--- src/rtl/uart_pkg.sv ---
// Shared constants, state encoding and helpers for the UART receive path.
package uart_pkg;

  // Sample ticks per bit; the tick counter below is sized for exactly 16.
  localparam int OVERSAMPLE = 16;

  // Tick indices within a bit at which the line is sampled for the vote.
  localparam logic [3:0] SAMPLE_A  = 4'd7;
  localparam logic [3:0] SAMPLE_B  = 4'd8;
  localparam logic [3:0] SAMPLE_C  = 4'd9;
  localparam logic [3:0] TICK_LAST = 4'd15;

  // Index of the last data bit (8 data bits, LSB first).
  localparam logic [2:0] BIT_LAST = 3'd7;

  typedef enum logic [1:0] {
    IDLE  = 2'd0,
    START = 2'd1,
    DATA  = 2'd2,
    STOP  = 2'd3
  } rx_state_e;

  // Clocks per oversample tick, rounded to nearest and never below 1.
  function automatic int baud_div(input int clk_freq, input int baud);
    int den;
    int div;
    den = baud * OVERSAMPLE;
    div = (clk_freq + (den / 2)) / den;
    if (div < 1) begin
      div = 1;
    end else begin
      div = div;
    end
    return div;
  endfunction

  // Two-out-of-three majority vote.
  function automatic logic maj3(input logic a, input logic b, input logic c);
    return (a & b) | (a & c) | (b & c);
  endfunction

endpackage

--- src/rtl/uart_baud_tick.sv ---
// Oversample tick generator: one-Clk pulse every DIV clocks, held idle by clr.
// Kept free of receiver specifics so the transmitter can share it.
module uart_baud_tick
  import uart_pkg::*;
#(
  parameter int DIV = 4
) (
  input  logic Clk,
  input  logic Reset_n,
  input  logic clr,
  output logic tick
);

  localparam int             CW       = (DIV > 1) ? $clog2(DIV) : 1;
  localparam logic [CW-1:0]  CNT_LAST = CW'(DIV - 1);
  localparam logic [CW-1:0]  CNT_ONE  = CW'(1);

  logic [CW-1:0] cnt_q;
  logic [CW-1:0] cnt_d;
  logic          tick_q;
  logic          tick_d;

  // Next divider count and tick pulse; clr restarts the bit phase from zero.
  always_comb begin
    cnt_d  = cnt_q;
    tick_d = 1'b0;
    if (clr) begin
      cnt_d  = '0;
      tick_d = 1'b0;
    end else if (cnt_q == CNT_LAST) begin
      cnt_d  = '0;
      tick_d = 1'b1;
    end else begin
      cnt_d  = cnt_q + CNT_ONE;
      tick_d = 1'b0;
    end
  end

  // Divider state and registered tick output.
  always_ff @(posedge Clk or negedge Reset_n) begin
    if (!Reset_n) begin
      cnt_q  <= '0;
      tick_q <= 1'b0;
    end else begin
      cnt_q  <= cnt_d;
      tick_q <= tick_d;
    end
  end

  assign tick = tick_q;

endmodule

--- src/rtl/uart_byte_rx.sv ---
// 8N1 UART receiver: synchronises the line, oversamples 16x, votes three
// mid-bit samples and assembles bytes LSB first. Bytes with a low stop bit
// are discarded and flagged so they never reach the downstream decoder.
module uart_byte_rx
  import uart_pkg::*;
#(
  parameter int CLK_FREQ = 50_000_000,
  parameter int BAUD     = 115200
) (
  input  logic       Clk,
  input  logic       Reset_n,
  input  logic       uart_rx,
  output logic [7:0] rx_data,
  output logic       rx_done,
  output logic       frame_err
);

  localparam int DIV = baud_div(CLK_FREQ, BAUD);

  // Line synchroniser and edge history, all idle-high.
  logic sync1_q;
  logic sync2_q;
  logic prev_q;

  // Receiver state.
  rx_state_e  state_q,     state_d;
  logic [3:0] tick_cnt_q,  tick_cnt_d;
  logic [2:0] bit_cnt_q,   bit_cnt_d;
  logic [1:0] vote_q,      vote_d;
  logic [7:0] shift_q,     shift_d;
  logic       armed_q,     armed_d;
  logic [7:0] rx_data_q,   rx_data_d;
  logic       rx_done_q,   rx_done_d;
  logic       frame_err_q, frame_err_d;

  logic tick_s;
  logic clr_s;
  logic fall_s;
  logic decide_s;
  logic bit_end_s;
  logic bit_val_s;

  // The divider only runs while a frame is in progress.
  assign clr_s = (state_q == IDLE);

  uart_baud_tick #(
    .DIV (DIV)
  ) u_tick (
    .Clk     (Clk),
    .Reset_n (Reset_n),
    .clr     (clr_s),
    .tick    (tick_s)
  );

  assign fall_s    = prev_q & ~sync2_q;
  assign decide_s  = tick_s & (tick_cnt_q == SAMPLE_C);
  assign bit_end_s = tick_s & (tick_cnt_q == TICK_LAST);
  // Third sample is taken live from the synchroniser at the decision tick.
  assign bit_val_s = maj3(vote_q[1], vote_q[0], sync2_q);

  // Two-stage synchroniser plus one history stage for falling-edge detection.
  always_ff @(posedge Clk or negedge Reset_n) begin
    if (!Reset_n) begin
      sync1_q <= 1'b1;
      sync2_q <= 1'b1;
      prev_q  <= 1'b1;
    end else begin
      sync1_q <= uart_rx;
      sync2_q <= sync1_q;
      prev_q  <= sync2_q;
    end
  end

  // Next-state, bit timing, vote capture, byte assembly and output pulses.
  always_comb begin
    state_d     = state_q;
    tick_cnt_d  = tick_cnt_q;
    bit_cnt_d   = bit_cnt_q;
    vote_d      = vote_q;
    shift_d     = shift_q;
    armed_d     = armed_q;
    rx_data_d   = rx_data_q;
    rx_done_d   = 1'b0;
    frame_err_d = 1'b0;

    // Within a frame: advance the tick counter and latch the first two votes.
    if (tick_s) begin
      tick_cnt_d = tick_cnt_q + 4'd1;
      if (tick_cnt_q == SAMPLE_A) begin
        vote_d[0] = sync2_q;
      end else if (tick_cnt_q == SAMPLE_B) begin
        vote_d[1] = sync2_q;
      end else begin
        vote_d = vote_q;
      end
    end else begin
      tick_cnt_d = tick_cnt_q;
    end

    case (state_q)
      IDLE: begin
        tick_cnt_d = 4'd0;
        bit_cnt_d  = 3'd0;
        vote_d     = 2'b00;
        // Only re-arm after the line has been seen high, so a held break
        // cannot start a second frame.
        if (armed_q && fall_s) begin
          state_d = START;
          armed_d = 1'b0;
        end else if (sync2_q) begin
          armed_d = 1'b1;
        end else begin
          armed_d = armed_q;
        end
      end

      START: begin
        if (decide_s) begin
          if (bit_val_s) begin
            state_d = IDLE;  // start bit did not hold low: glitch
          end else begin
            state_d = START;
          end
        end else if (bit_end_s) begin
          state_d   = DATA;
          bit_cnt_d = 3'd0;
        end else begin
          state_d = START;
        end
      end

      DATA: begin
        if (decide_s) begin
          shift_d[bit_cnt_q] = bit_val_s;
        end else if (bit_end_s) begin
          if (bit_cnt_q == BIT_LAST) begin
            state_d   = STOP;
            bit_cnt_d = 3'd0;
          end else begin
            bit_cnt_d = bit_cnt_q + 3'd1;
          end
        end else begin
          state_d = DATA;
        end
      end

      STOP: begin
        // Leave half a bit early so a start bit that follows with no idle
        // time still produces a falling edge in IDLE.
        if (decide_s) begin
          state_d = IDLE;
          if (bit_val_s) begin
            rx_data_d = shift_q;
            rx_done_d = 1'b1;
          end else begin
            frame_err_d = 1'b1;
          end
        end else begin
          state_d = STOP;
        end
      end

      default: begin
        state_d = IDLE;
      end
    endcase
  end

  // Receiver state and registered outputs; reset drops any partial byte.
  always_ff @(posedge Clk or negedge Reset_n) begin
    if (!Reset_n) begin
      state_q     <= IDLE;
      tick_cnt_q  <= 4'd0;
      bit_cnt_q   <= 3'd0;
      vote_q      <= 2'b00;
      shift_q     <= 8'h00;
      armed_q     <= 1'b0;
      rx_data_q   <= 8'h00;
      rx_done_q   <= 1'b0;
      frame_err_q <= 1'b0;
    end else begin
      state_q     <= state_d;
      tick_cnt_q  <= tick_cnt_d;
      bit_cnt_q   <= bit_cnt_d;
      vote_q      <= vote_d;
      shift_q     <= shift_d;
      armed_q     <= armed_d;
      rx_data_q   <= rx_data_d;
      rx_done_q   <= rx_done_d;
      frame_err_q <= frame_err_d;
    end
  end

  assign rx_data   = rx_data_q;
  assign rx_done   = rx_done_q;
  assign frame_err = frame_err_q;

endmodule
--- config.mk ---
export PLATFORM = sky130hd
export DESIGN_NAME = uart_byte_rx
export DESIGN_NICKNAME = d
export VERILOG_FILES = /design/src/rtl/uart_pkg.sv /design/src/rtl/uart_baud_tick.sv /design/src/rtl/uart_byte_rx.sv
export SDC_FILE = /design/constraint.sdc
export NUM_CORES = 1
export LEC_CHECK = 0
export BUFFER_PORTS_ARGS = -buffer_cell sky130_fd_sc_hd__buf_4
export CORE_UTILIZATION = 30
export DETAILED_ROUTE_END_ITERATION = 10
export PLACE_DENSITY = 0.51
export SYNTH_ARGS = -nofsm -noshare
export SYNTH_HDL_FRONTEND = slang
export SYNTH_SLANG_ARGS = --single-unit
--- constraint.sdc ---
create_clock -name Clk -period 2.95 [get_ports Clk]
set_input_delay 0.4425 -clock Clk [delete_from_list [all_inputs] [get_ports Clk]]
set_output_delay 0.4425 -clock Clk [all_outputs]
set_load 0.005 [all_outputs]
After elaboration in Yosys (flattened, before gate mapping) --
Cells that the tools add are included.
Storage, ports and cells: bits in latches 0, RAM bits 0, word-level logic and storage cells 97, memories 0, bits in read-only memories 0, input bits 3, flip-flop bits (word level) 39
Cells by class: multiplexer cells 37, shifts and indexed selects 0, add/subtract/negate cells 3, equal/unequal tests 16, div/mod/pow operators 0, reduce and logical (&&, ||, !) cells 15, order comparisons 2, multiply operators 0, bitwise gates (word level) 9
Operators by type and width (number):
- $mux W2 | 9
- $mux W1 | 15
- $mux W3 | 5
- $eq A4 B4 Y1 const B | 3
- $mux W5 | 2
- $ne A2 B2 Y1 const B | 5
- $pmux W3 S3 | 1
- $reduce_and A3 Y1 | 3
- $bwmux W8 | 1
- $mux W4 | 2
- $pmux W2 S4 | 1
- $reduce_bool A2 Y1 | 4
- $and A1 B1 Y1 | 6
- $reduce_and A2 Y1 | 3
- $add A5 B1 Y5 const B | 1
- $eq A5 B5 Y1 const B | 1
- $reduce_and A5 Y1 | 1
- $add A4 B1 Y4 const B | 1
- $eq A2 B2 Y1 const B | 2
- $eq A4 B3 Y1 const B | 1
- $lt A3 B4 Y1 const B | 1
- $add A3 B1 Y3 const B | 1
- $demux W1 S3 | 1
- $eq A3 B3 Y1 const B | 1
- 9 further kinds | 11

Logic depth before layout (Yosys ltp) --
Gate-level depths: netlist of the first run.
depth after elaboration 6, mapped depth 5

Cells and area by module --
Synthesis of the first run repeated with hierarchy kept, for this count alone.
Unflattened totals: cell total of the unflattened synthesis 141, area total of the unflattened synthesis 1830.5 um2
Modules (own cells, without submodules):
- uart_byte_rx | area an instance 1530.2 um2, cells an instance 117, times used 1
- uart_baud_tick | area an instance 300.3 um2, cells an instance 24, times used 1

Least setup slack after synthesis of the first run --
OpenSTA, ideal clock, no wires.
path type flip-flop to flip-flop, from register tick_cnt_q[1], to register rx_data_q[0], in the netlist rx_data[0], setup time 0.125 ns, buffers on the path 0, path slack 1.457 ns, required time 2.825 ns, period minus slack after synthesis 1.493 ns, cell stages (with the launch flop) 6, arrival 1.368 ns, path through dfrtp_1 -> inv_1 -> ha_1 -> and3_1 -> nand3_4 -> mux2_4
On the way: word-level cells in the longest chain between the ends 3
RTL lines:
- start, declared | line uart_byte_rx.sv:27 | logic [3:0] tick_cnt_q, tick_cnt_d;
- start signal, assigned | line uart_byte_rx.sv:183 | tick_cnt_q <= tick_cnt_d;
- $eq A4 B4 Y1 | line uart_byte_rx.sv:56 | assign decide_s = tick_s & (tick_cnt_q == SAMPLE_C);
- $and A1 B1 Y1 | line uart_byte_rx.sv:56
- $reduce_and A3 Y1 (no line)
- end signal, assigned | line uart_byte_rx.sv:188 | rx_data_q <= rx_data_d;
- end, declared | line uart_byte_rx.sv:32 | logic [7:0] rx_data_q, rx_data_d;
No other way between the ends. A chain may end at the register's enable or synchronous reset.

Worst setup path after layout of the first run --
from register tick_cnt_q[1], to register rx_data_q[6], in the netlist rx_data[6]
Same word-level chain as after synthesis.

==> results of run 1 <==
-- worst paths after layout --
path,to,from,slack [ns]
min reg2reg,sync2_q,sync1_q,0.36
max,rx_data[6],tick_cnt_q[1],1.31
min,rx_data[4],Reset_n,0.11
max in group asynchronous,prev_q,Reset_n,2.49
max reg2reg,rx_data[6],tick_cnt_q[1],1.31
min in group Clk,sync1_q,uart_rx,0.26
-- sequential cells by signal, indices dropped and copies added, names as in the netlist --
register / flops
tick_cnt_q: 4
bit_cnt_q: 3
sync2_q: 1
u_tick.tick: 1
frame_err: 1
u_tick.cnt_q: 5
state_q: 2
armed_q: 1
shift_q: 8
prev_q: 1
rx_done: 1
rx_data: 8
sync1_q: 1
vote_q: 2
-- metal layers --
metal | wire (µm) | up-vias | global-route usage
met4 | 42 | 0 | 0.0429
met3 | 119 | 7 | 0.0375
met2 | 1480 | 18 | 0.186
met1 | 1470 | 535 | 0.147
li1 | - | 537 | -
met5 | 0 | - | 0
-- power breakdown --
group / switching (W) / internal (W) / leakage (nW)
registers: 0.0000593 / 0.000596 / 0.516
clock network: 0.000174 / 0.000188 / 0.0482
logic: 0.0000895 / 0.0000803 / 0.428
total: 0.000323 / 0.000865 / 0.992
-- cells by family (layout without fill, tap and decap cells) --
kind of cell             Yosys count  in the layout  synth area share
AO/OA/AOI/OAI                     10             10            0.0373
AND/OR/NAND/NOR                   52             52             0.178
adder cells (fa/ha/maj)            9              9            0.0597
multiplexers                      18             18             0.128
buffers and inverters             11             25            0.0373
XOR/XNOR                           6              6            0.0285
flip-flops                        39             39             0.531
-- final cells by class --
cell class / count / area (µm²) / area share
inverters: 5 / 18.8 / 0.00907
multi-input cells: 95 / 796 / 0.385
repair buffers: 12 / 90.1 / 0.0435
clock buffers: 7 / 86.3 / 0.0417
well taps: 75 / 93.8 / 0.0453
flip-flops and latches: 39 / 980 / 0.473
clock inverters: 1 / 5.00 / 0.00242
-- worst register-to-register path: cells and delay by family, from the launching register on --
family	cells	cell delay, ns
mux	1	0.35
buf+inv	1	0.09
simple gates	2	0.44
flops	1	0.41
fa+ha+maj	1	0.24
-- placed cells by master (no fill, tap or decap), drive strengths merged, types with 2 or more instances in the layout --
cell and n:
nor4 3, nand4b 3, dfrtp 36, xor2 4, clkbuf 7, and3 3, ha 7, a22o 3
inv 5, o21ai 3, nand3 8, maj3 2, dfstp 3, nor3 3, a21oi 2, nand3b 3
nor2 15, xnor2 2, nand4 3, mux2 17, buf 12, nand2 4
-- stage by stage --
stage                     hold WS (ns)  utilization  power [W]
final                            0.106        0.350    0.00119
after global placement           0.349        0.334   0.000825
after CTS                        0.114        0.350    0.00121
after global routing             0.133        0.350    0.00128
after floorplan                  0.147            -   0.000785
after detailed placement         0.347        0.334   0.000835
==> results.txt, run 1 <==
synthesized area = 0.00184 mm²
Seq/Total Area, Yosys = 0.531
outcome = finished clean
Initial Utilization = 0.311
Final Worst Setup Slack = 1.31 ns
DRC = 0
GRT Residual Overflow = 0
Synth Flop Type = dfrtp_1
die area = 0.00646 mm²
CP Max Fanout = 9
total I/O pin count = 13
GRT Total Usage = 0.117
fin crit period = 1.64 ns
Post-CTS Setup Bufs = 0
Synth top area share = 0.488
Post-DP Area = 0.00198 mm²
total number of vias = 1097
Core ar. = 0.00592 mm²
synth cell count leaders = 36 x dfrtp_1, 15 x nor2_1, 9 x mux2_4
syn nets = 155
instance count on the critical path = 5
first-pass GRT wire length = 5660 µm
Critical Path Max Stage Delay = 0.41 ns
total negative slack = 0 ns
routed wire length = 3110 µm
post-cts sizing count = 0
most common cell in the synthesized netlist = dfrtp_1
TritonCTS Buffers = 5
Data required, critical path = 3.12 ns
worst-path cell chain = inv_1 > ha_1 > and3_1 > nand3_4 > mux2_4
crit share post-route = 0.557
pwr/cell area = 574 mW/mm²
Netlist cell types = 38
Nets = 168
CTS Sinks = 39
Post-synth ARST share = 1.00
critical path's slowest cell = dfrtp_1
flops & latches, synth = 39
CTS tree = yes
worst clock skew = 0.00977 ns
relative max-transition margin = 0.602
RSZ-0062 raised after global routing = no
cell taking the most area after synthesis = dfrtp_1
DRT iter0 DRCs = 70
Hold WC Path Type = in2async
Filler Cells Inserted = 602
EDFF count, synth = 0
WL/cell = 13.3 µm
htree depth = 2
Initial DRT Pass Iterations = 4
Worst path top cell family by delay = simple AND/OR/NAND/NOR gates
antenna violations before repair = 0
DP Worst Slack = 1.30 ns
worst-case reg-to-reg path depth = 5
layout cells sized above 1 = 0.314
clock buffer depth = 2
Post-Syn Instances = 145
die span in y = 80.4 µm
critical path class = reg2reg
crit path DAT = 1.81 ns
fin area = 0.00207 mm²
Buf/Inv on CP = 1
Port Buffer Count = 12
Detail Route Antenna Nets = 0
Clock transition at path regs = 0.08 ns
critical path capture point type = flop
Post-CTS Hold Buffers = 0
final slew viol count = 0
Layout Cells excl Fill = 234
Worst-Skew Late Latency = 0.29 ns
largest net degree at the start of global routing = 40
worst slew pin tran = 0.595 ns
die width = 80.4 µm
synth-to-layout area growth = 12.2%
Pleak = 0.992 nW
n_diodes = 0
final RePlAce weighted congestion = 0.737
Post-DP HPWL = 2210 µm
post-DR vias/cell = 4.69
Synth area leaders = dfrtp_1 49%, mux2_4 7.3%, mux2_2 4.9%
FP Rows = 28
syn avg cell area = 12.7 µm²
final hold vios = 0
clk root buf = clkbuf_8
Critical Path Source Type = flop
Max Clk Rate = 609 MHz
Max IR drop VDD = 0.291 mV
vias in the first global route = 1141
Final Setup Violations = 0
MaxCap Viol Count = 0
DP Cell Count = 226
synth warn = 0
No activity file was read; power rests on OpenSTA's default activity.
==> inputs of run 2 (changes only) <==
--- a/config.mk
+++ b/config.mk
@@ -8,7 +8,7 @@
 export BUFFER_PORTS_ARGS = -buffer_cell sky130_fd_sc_hd__buf_4
 export CORE_UTILIZATION = 30
 export DETAILED_ROUTE_END_ITERATION = 10
-export PLACE_DENSITY = 0.51
+export PLACE_DENSITY = 0.53
 export SYNTH_ARGS = -nofsm -noshare
 export SYNTH_HDL_FRONTEND = slang
 export SYNTH_SLANG_ARGS = --single-unit
==> constraint.sdc (replaced) <==
create_clock -name Clk -period 1.43 [get_ports Clk]
set_input_delay 0.2145 -clock Clk [delete_from_list [all_inputs] [get_ports Clk]]
set_output_delay 0.2145 -clock Clk [all_outputs]
set_load 0.005 [all_outputs]
==> results.txt, run 2 (synthesized netlist as in run 1, its figures left out) <==
CTS tree = yes
post-DR vias/cell = 4.65 (-0.74%)
crit share post-route = 1.04 (+0.479)
Final Setup Violations = 16 (+16)
n_diodes = 0 (unchanged)
final RePlAce weighted congestion = 0.768 (+4.1%)
Data required, critical path = 1.60 ns (-1.52 ns)
outcome = finished, violations left
Worst-Skew Late Latency = 0.28 ns (about the same)
die span in y = 80.4 µm (unchanged)
combinational fraction of design power = 0.213 (+0.070)
die area = 0.00646 mm² (unchanged)
RSZ-0062 raised after global routing = yes
most frequent cells in the layout = 43 x buf_4, 35 x dfrtp_1, 15 x nor2_1, 12 x mux2_4, 7 x buf_6
clock buffer depth = 2 (unchanged)
crit path DAT = 1.65 ns (-0.16 ns)
sequential share of power = 0.516 (-0.036)
Max Clk Rate = 675 MHz (+11%)
worst slew pin tran = 0.480 ns (-0.116 ns)
DRT iter0 DRCs = 63 (-10%)
clock share of power = 0.271 (-0.034)
P_sw = 0.000737 W (+130%)
vias in the first global route = 1368 (+20%)
Max IR drop VDD = 0.557 mV (+91%)
GRT Total Usage = 0.132 (+0.0156)
Sw Ratio = 0.282 (+0.0104)
Core ar. = 0.00592 mm² (unchanged)
failing checks = setup timing
antenna violations before repair = 0 (unchanged)
Initial DRT Pass Iterations = 4 (unchanged)
WL/cell = 14.1 µm (+6.0%)
leading cell type in the layout, fill and taps excluded = buf_4
DP Cell Count = 249 (+10%)
CP Max Fanout = 6 (-3)
largest net degree at the start of global routing = 40 (unchanged)
Layout Cells excl Fill = 274 (+17%)
routed wire length = 3860 µm (+24%)
first-pass GRT wire length = 6510 µm (+15%)
Final Worst Setup Slack = -0.0512 ns (-1.36 ns)
Initial Utilization = 0.311 (unchanged)
Port Buffer Count = 12 (unchanged)
MaxCap Viol Count = 0 (unchanged)
pwr/cell area = 1030 mW/mm² (+79%)
synth-to-layout area growth = 37.9%
total I/O pin count = 13 (unchanged)
Post-DP HPWL = 2520 µm (+14%)
fin crit period = 1.48 ns (-0.162 ns)
Hold WC Path Type = in2reg
clk root buf = clkbuf_8
die width = 80.4 µm (unchanged)
critical path class = reg2reg
DRC = 0 (unchanged)
final slew viol count = 0 (unchanged)
worst clock skew = 0.00598 ns (-0.00379 ns)
Clock transition at path regs = 0.07 ns (about the same)
critical path capture point type = flop
Pint = 0.00188 W (+120%)
Pleak = 1.21 nW (+22%)
Nets = 208 (+24%)
total number of vias = 1275 (+16%)
final hold vios = 0 (unchanged)
TritonCTS Buffers = 5 (unchanged)
Critical Path Source Type = flop
total power = 0.00261 W (+120%)
FP Rows = 28 (unchanged)
Detail Route Antenna Nets = 0 (unchanged)
relative max-transition margin = 0.680 (+0.0785)
CTS Sinks = 39 (unchanged)
htree depth = 2 (unchanged)
GRT Residual Overflow = 0 (unchanged)
layout cells sized above 1 = 0.528 (+0.213)
## run 2: cell count changes in the layout (fill, tap and decap cells not counted), moves of 3 or more
cell,change
and3_4,+3
buf_4,+31
buf_6,+7
ha_1,-4
ha_4,+3
mux2_2,-3
mux2_4,+3
## run 2: cell type report
class | instances | area, µm²
timing repair buffer | 51 | 412
sequential | 39 | 981
multi-input combinational | 96 | 958
tap | 75 | 93.8
inverter | 5 | 18.8
clock buffer | 8 | 80.1
fill | 558 | 3380
## run 2: worst paths after layout
check                      slack [ns]  cells past startpoint       start    endpoint
max                             -0.05                      4  state_q[0]  shift_q[7]
min                              0.04                      1     uart_rx     sync1_q
max reg2reg                     -0.05                      4  state_q[0]  shift_q[7]
min reg2reg                      0.35                      0     sync1_q     sync2_q
max in group asynchronous        0.63                      2     Reset_n     sync1_q
min in group asynchronous        0.44                      2     Reset_n  shift_q[6]
## run 2: critical path, cell delays in order (launching register included)
cell and delay (ns):
dfrtp_1 0.40, buf_6 0.13, nand3b_1 0.25, nor3_2 0.27, mux2_4 0.32
## run 2: layer usage
metal	up-vias	GRT usage	part of all wire
met3	5	0.0352	0.027
li1	620	-	-
met2	16	0.240	0.53
met1	634	0.154	0.44
met4	0	0.0304	0.0062
met5	-	0	0
## run 2: what timing repair did
action,CTS,global route
hold buffers,1,0
endpoints found under the hold margin,36,0
setup endpoints to repair,20,21
resized for setup,20,16
pin swaps,13,9
gates cloned,1,0
setup buffers,8,8
## run 2: power by group through the flow
stage / clock, W / combinational, W / sequential (W)
2_1_floorplan: 0 / 0.000285 / 0.00134
3_3_place_gp: 0 / 0.000446 / 0.00134
3_5_place_dp: 0 / 0.000485 / 0.00135
4_1_cts: 0.000737 / 0.000528 / 0.00134
5_1_grt: 0.000771 / 0.000648 / 0.00136
6_report: 0.000707 / 0.000558 / 0.00135
## run 2: stage by stage
step	worst slack, ns	TNS (ns)	hold slack (ns)	utilization	area (µm²)
after CTS	-0.0519	-0.565	0.0297	0.408	2410
final	-0.0512	-0.374	0.0384	0.430	2540
after detailed placement	-0.152	-2.19	0.217	0.365	2160
after floorplan	-0.0536	-0.627	-0.0811	-	1850
after global routing	-0.138	-1.29	0.0228	0.430	2540
after global placement	-0.111	-1.66	0.207	0.365	2160
